**src/rtl/ecc_pkg.sv**
```systemverilog
// Shared definitions for the Montgomery-ladder scalar multiplication sequencer.
package ecc_pkg;

  localparam int unsigned KwDefault      = 163;
  localparam int unsigned TimeoutDefault = 255;

  localparam logic PV_DBL = 1'b0;
  localparam logic PV_ADD = 1'b1;

  typedef enum logic [3:0] {
    StIdle,
    StScan,
    StInit,
    StAddIss,
    StAddWait,
    StDblIss,
    StDblWait,
    StNext,
    StFin
  } ladder_state_e;

endpackage

```
**src/rtl/ladder_watchdog.sv**
```systemverilog
// Per-operation watchdog: cleared on issue, counts wait cycles, flags expiry on the
// wait cycle in which the count reaches Timeout.
module ladder_watchdog #(
  parameter int unsigned Timeout = 255
) (
  input  logic clk_i,
  input  logic rst_n,
  input  logic clr_i,
  input  logic inc_i,
  output logic expire_o
);

  localparam int unsigned CntW = $clog2(Timeout + 1);

  logic [CntW-1:0] cnt_q, cnt_d;

  // cnt_q holds the number of wait cycles already elapsed, so the Timeout-th wait
  // cycle is the one that sees Timeout-1.
  assign expire_o = inc_i && (cnt_q == CntW'(Timeout - 1));

  always_comb begin
    cnt_d = cnt_q;
    if (clr_i) begin
      cnt_d = '0;
    end else if (inc_i && !expire_o) begin
      cnt_d = cnt_q + 1'b1;
    end
  end

  always_ff @(posedge clk_i or negedge rst_n) begin
    if (!rst_n) begin
      cnt_q <= '0;
    end else begin
      cnt_q <= cnt_d;
    end
  end

endmodule

```
**src/rtl/ladder_seq.sv**
```systemverilog
// Montgomery-ladder sequencer: scans the scalar for its leading one, then issues an
// add/double point-operation pair for every lower bit.
module ladder_seq
  import ecc_pkg::*;
#(
  parameter int unsigned KW      = KwDefault,
  parameter int unsigned TIMEOUT = TimeoutDefault
) (
  input  logic                  clk_i,
  input  logic                  rst_n,
  input  logic                  start_i,
  input  logic [KW-1:0]         k_i,
  output logic                  busy_o,
  output logic                  done_o,
  output logic                  error_o,
  output logic                  load_init_o,
  output logic                  pv_in_valid_o,
  output logic                  pv_mode_o,
  output logic                  pv_swap_o,
  input  logic                  pv_done_i,
  output logic [$clog2(KW)-1:0] bit_idx_o
);

  localparam int unsigned IdxW = $clog2(KW);

  ladder_state_e   state_q, state_d;
  logic [KW-1:0]   k_q, k_d;
  logic [IdxW-1:0] idx_q, idx_d;
  logic            err_q, err_d;
  logic            wd_clr, wd_inc, wd_expire;

  ladder_watchdog #(
    .Timeout (TIMEOUT)
  ) u_watchdog (
    .clk_i    (clk_i),
    .rst_n    (rst_n),
    .clr_i    (wd_clr),
    .inc_i    (wd_inc),
    .expire_o (wd_expire)
  );

  always_ff @(posedge clk_i or negedge rst_n) begin
    if (!rst_n) begin
      state_q <= StIdle;
      k_q     <= '0;
      idx_q   <= '0;
      err_q   <= 1'b0;
    end else begin
      state_q <= state_d;
      k_q     <= k_d;
      idx_q   <= idx_d;
      err_q   <= err_d;
    end
  end

  always_comb begin
    state_d = state_q;
    k_d     = k_q;
    idx_d   = idx_q;
    err_d   = err_q;
    wd_clr  = 1'b0;
    wd_inc  = 1'b0;
    unique case (state_q)
      StIdle: begin
        if (start_i) begin
          k_d     = k_i;
          idx_d   = IdxW'(KW - 1);
          err_d   = 1'b0;
          state_d = StScan;
        end
      end
      StScan: begin
        // idx_q doubles as the recorded leading-one position L once found.
        if (k_q[idx_q]) begin
          state_d = StInit;
        end else if (idx_q != '0) begin
          idx_d = idx_q - 1'b1;
        end else begin
          err_d   = 1'b1;
          state_d = StFin;
        end
      end
      StInit: begin
        if (idx_q == '0) begin
          err_d   = 1'b0;
          state_d = StFin;
        end else begin
          idx_d   = idx_q - 1'b1;
          state_d = StAddIss;
        end
      end
      StAddIss: begin
        wd_clr  = 1'b1;
        state_d = StAddWait;
      end
      StAddWait: begin
        wd_inc = 1'b1;
        if (pv_done_i) begin
          state_d = StDblIss;
        end else if (wd_expire) begin
          err_d   = 1'b1;
          state_d = StFin;
        end
      end
      StDblIss: begin
        wd_clr  = 1'b1;
        state_d = StDblWait;
      end
      StDblWait: begin
        wd_inc = 1'b1;
        if (pv_done_i) begin
          state_d = StNext;
        end else if (wd_expire) begin
          err_d   = 1'b1;
          state_d = StFin;
        end
      end
      StNext: begin
        if (idx_q == '0) begin
          err_d   = 1'b0;
          state_d = StFin;
        end else begin
          idx_d   = idx_q - 1'b1;
          state_d = StAddIss;
        end
      end
      StFin: begin
        err_d   = 1'b0;
        state_d = StIdle;
      end
      default: state_d = StIdle;
    endcase
  end

  always_comb begin
    busy_o        = (state_q != StIdle);
    done_o        = (state_q == StFin);
    error_o       = (state_q == StFin) && err_q;
    load_init_o   = (state_q == StInit);
    pv_in_valid_o = (state_q == StAddIss) || (state_q == StDblIss);
    pv_mode_o     = ((state_q == StAddIss) || (state_q == StAddWait)) ? PV_ADD : PV_DBL;
    pv_swap_o     = 1'b0;
    if ((state_q == StAddIss) || (state_q == StAddWait) ||
        (state_q == StDblIss) || (state_q == StDblWait)) begin
      pv_swap_o = k_q[idx_q];
    end
    bit_idx_o     = idx_q;
  end

endmodule
```
**config.mk**
```make
export PLATFORM = sky130hd
export DESIGN_NAME = ladder_seq
export DESIGN_NICKNAME = d
export VERILOG_FILES = /design/src/rtl/ecc_pkg.sv /design/src/rtl/ladder_watchdog.sv /design/src/rtl/ladder_seq.sv
export SDC_FILE = /design/constraint.sdc
export NUM_CORES = 1
export LEC_CHECK = 0
export ABC_AREA = 1
export ABC_CLOCK_PERIOD_IN_PS = 2600
export CAP_MARGIN = 30
export CORE_UTILIZATION = 43
export CTS_CLUSTER_DIAMETER = 100
export DETAILED_ROUTE_END_ITERATION = 10
export PLACE_DENSITY = 0.66
export REMOVE_ABC_BUFFERS = 1
export SYNTH_ARGS = -nofsm -noshare
export SYNTH_HDL_FRONTEND = slang
export SYNTH_SLANG_ARGS = --single-unit
```
**constraint.sdc**
```tcl
create_clock -name clk_i -period 2.6 [get_ports clk_i]
set_input_delay 0.65 -clock clk_i [delete_from_list [all_inputs] [get_ports clk_i]]
set_output_delay 0.65 -clock clk_i [all_outputs]
set_load 0.02 [all_outputs]
```
==> impl_results.md <==
- Status: finished, violations left
- Failing checks: negative setup slack
- CP Data Required Time: 1.95 ns
- Hold crit path type: in -> async
- Final Max Slew Viols: 0
- Simple-gate share of the synthesized area: 23.8%
- CTS tree: built
- FF/Latch Area: 4610 µm²
- Post-Place Cells: 1638
- Max Freq: 0.324 GHz
- Final std cells w/o fill: 1683
- Total power: 14.4 mW
- Syn Std Cell Area: 9270 µm²
- Die W: 149 µm
- Layout cells sized above 1: 10.7%
- Post-cts hold buffer count: 0
- Initial Utilization: 44.0%
- Leak pwr: 6.02 nW
- Worst-Margin Slew: 0.625 ns
- Vias in the first global route: 8150
- Post-detail-place hpwl: 17300 µm
- Total track usage: 23.8%
- CP max FO: 7
- Max H-tree Level: 4
- Worst flop-to-flop path startpoint: bit_idx_o[0]
- Max-cap violations: 0
- Post-synthesis sequential area ratio: 49.7%
- Die height: 149 µm
- Overflow after GRT: 0
- Cell variety after synth: 29
- Crit path DAT: 2.44 ns
- Gpl congestion: 0.853
- ANT nets after route: 0
- Layout net count: 1565
- Yosys warnings: 0
- Multi-input logic area: 3710 µm²
- Routed wire per std cell: 15.2 µm
- Crit path kind: reg -> out
- Clk slew on worst S/H paths: 0.07 ns
- Port Buffers: 181
- 1st-iter DRT viols: 546
- Largest family of logic cells by synthesized area: simple AND/OR/NAND/NOR gates
- Max clock buf depth: 2
- Tmin final: 3.09 ns
- Post-route DRC: 0
- Diode count: 0
- Clk sinks: 184
- Ports: 182
- FF+latch count, synth: 184
- Synth Area in Compound Gates: 11.0%
- Fin crit share: 119%
- Setup ws final: -0.487 ns
- FF-to-FF setup slack: 0.09 ns
- Final Skew: 0.00487 ns
- Setup crit end kind: output pin
- Mux contribution to synthesized area: 3.89%
- Vias per cell: 4.94
- Vias: 8307
- Layout fillers: 1915
- XOR/XNOR Fraction of Synth Area: 0.0945%
- Slew headroom: 58.3%
- Core Area: 21100 µm²
- Syn avg cell area: 7.70 µm²
- WL final: 25500 µm
- First-pass GRT wire length: 41100 µm
- Worst Hold Slack: 0.236 ns
- Final Hold Vio Count: 0
- DP Worst Slack: -0.421 ns
- Initial antenna violation count: 0
- Die area: 22200 µm²
- Area delta synth->final: 35.6%
- Largest net degree at the start of global routing: 82
- Peak supply drop: 0.000535 V
- Startpoint types: flip-flop
- Drt first pass iters: 5
- Power Density: 1140 nW/µm²
- Worst R2R Path Depth: 16
- Worst skew pair latency: 0.42 ns
- Final setup vio count: 1
- Post-Syn Instances: 1204
- Adder-cell area share of the yosys netlist: 0.405%
- FP Rows: 53
- RSZ-0062 raised after global routing: true
- R2r endpoint: bit_idx_o[0]
- Root buf cell: clkbuf_16
- CTS buffer count: 17
-- layer usage --
| metal | global-route usage, % | wire (µm) | up-vias |
|---|---|---|---|
| li1 | - | - | 4150 |
| met1 | 33.2 | 11800 | 3865 |
| met2 | 37.9 | 11800 | 265 |
| met3 | 4.62 | 1500 | 27 |
| met4 | 6.02 | 408 | 0 |
| met5 | 0 | 0 | - |
-- final cells by class --
class                   count  share of cell area, %
repair buffers            238                   20.7
well taps                 275                   2.74
multi-input cells         768                   29.5
flip-flops and latches    184                   36.7
clock buffers              18                   3.49
inverters                 186                   5.61
clock inverters            14                   1.30
-- critical path, stage by stage, from the launching register on --
cell	delay, ns
dfrtp_4	0.58
buf_12	0.18
clkbuf_16	0.16
nand2_1	0.06
o211ai_1	0.11
nand3_1	0.11
nand3_1	0.10
nand2_1	0.07
nand2_1	0.07
nand2_2	0.07
o21ai_4	0.17
nand3_2	0.11
nand2_1	0.07
inv_1	0.04
buf_6	0.12
-- cell families after synthesis --
logic type	Yosys count
mux	32
compound gates	190
flops	184
xor+xnor	1
fa+ha+maj	3
buf+inv	252
simple gates	542
-- worst max path at each step --
stage / slack (ns) / endpoint / start
floorplan: -7.50 / k_q[0] / state_q[0]
global placement: -0.39 / pv_swap_o / bit_idx_o[0]
detailed placement: -0.42 / pv_swap_o / bit_idx_o[0]
CTS: -0.44 / pv_swap_o / bit_idx_o[0]
global route: -0.66 / pv_swap_o / bit_idx_o[0]
finish: -0.49 / pv_swap_o / bit_idx_o[0]
-- registers in the layout, summed over array words and instances, names as in the netlist --
| register | flops |
|---|---|
| bit_idx_o | 8 |
| err_q | 1 |
| k_q | 163 |
| state_q | 4 |
| u_watchdog.cnt_q | 8 |
-- through the flow --
step	cell area (µm²)	utilization, %	TNS [ns]
3_5_place_dp	11600	55.1	-0.421
3_3_place_gp	11600	55.1	-0.390
6_report	12600	59.6	-0.487
5_1_grt	12600	59.6	-0.795
2_1_floorplan	8930	-	-1188.51
4_1_cts	12400	58.8	-0.438
-- power by group --
group	switching, mW	internal [mW]
Clock	1.18	1.47
Combinational	4.04	2.91
Sequential	0.547	4.22
Total	5.77	8.60
-- timing repair --
| item | 4_1_cts | 5_1_grt |
|---|---|---|
| resized for setup | 23 | 25 |
| setup buffers | 3 | 3 |
| pin swaps | 15 | 14 |
| endpoints found under the setup margin | 3 | 14 |
| cloned | 4 | 3 |
-- layout by cell type (no fill, tap or decap), types with 2 or more instances in the layout --
| master | instances |
|---|---|
| clkdlybuf4s50_1 | 173 |
| nand3_1 | 104 |
| buf_16 | 5 |
| inv_1 | 183 |
| o21ai_0 | 147 |
| clkinv_4 | 2 |
| clkbuf_16 | 20 |
| nand4_1 | 3 |
| o21ai_1 | 4 |
| buf_4 | 31 |
| nor2_2 | 2 |
| clkinvlp_4 | 2 |
| o211ai_1 | 21 |
| mux2_2 | 32 |
| buf_6 | 3 |
| dfrtp_1 | 182 |
| nor3_1 | 6 |
| nand2_1 | 369 |
| ha_1 | 3 |
| clkbuf_8 | 2 |
| inv_8 | 3 |
| nor2_1 | 43 |
| inv_6 | 5 |
| nand2_4 | 2 |
| nand2_2 | 7 |
| a21oi_1 | 11 |
| o21a_1 | 2 |
| dlymetal6s2s_1 | 4 |
| bufinv_16 | 2 |
| inv_2 | 2 |
| buf_12 | 15 |
-- cell usage after synthesis (all sizes together) --
library cell,n,area [µm²]
o21ai,153,769
nor2,46,175
and3,1,6.26
xor2,1,8.76
buf,43,250
a21oi,13,68.8
or2,1,6.26
nor3,8,45.0
o21a,2,15.0
ha,3,37.5
o211ai,21,158
a211oi,1,7.51
nand3,105,531
nand2,378,1420
dfrtp,184,4600
clkbuf,23,86.3
mux2,32,360
inv,186,698
nand4,3,18.8
Note: power is estimated with default switching activity, not from simulation.
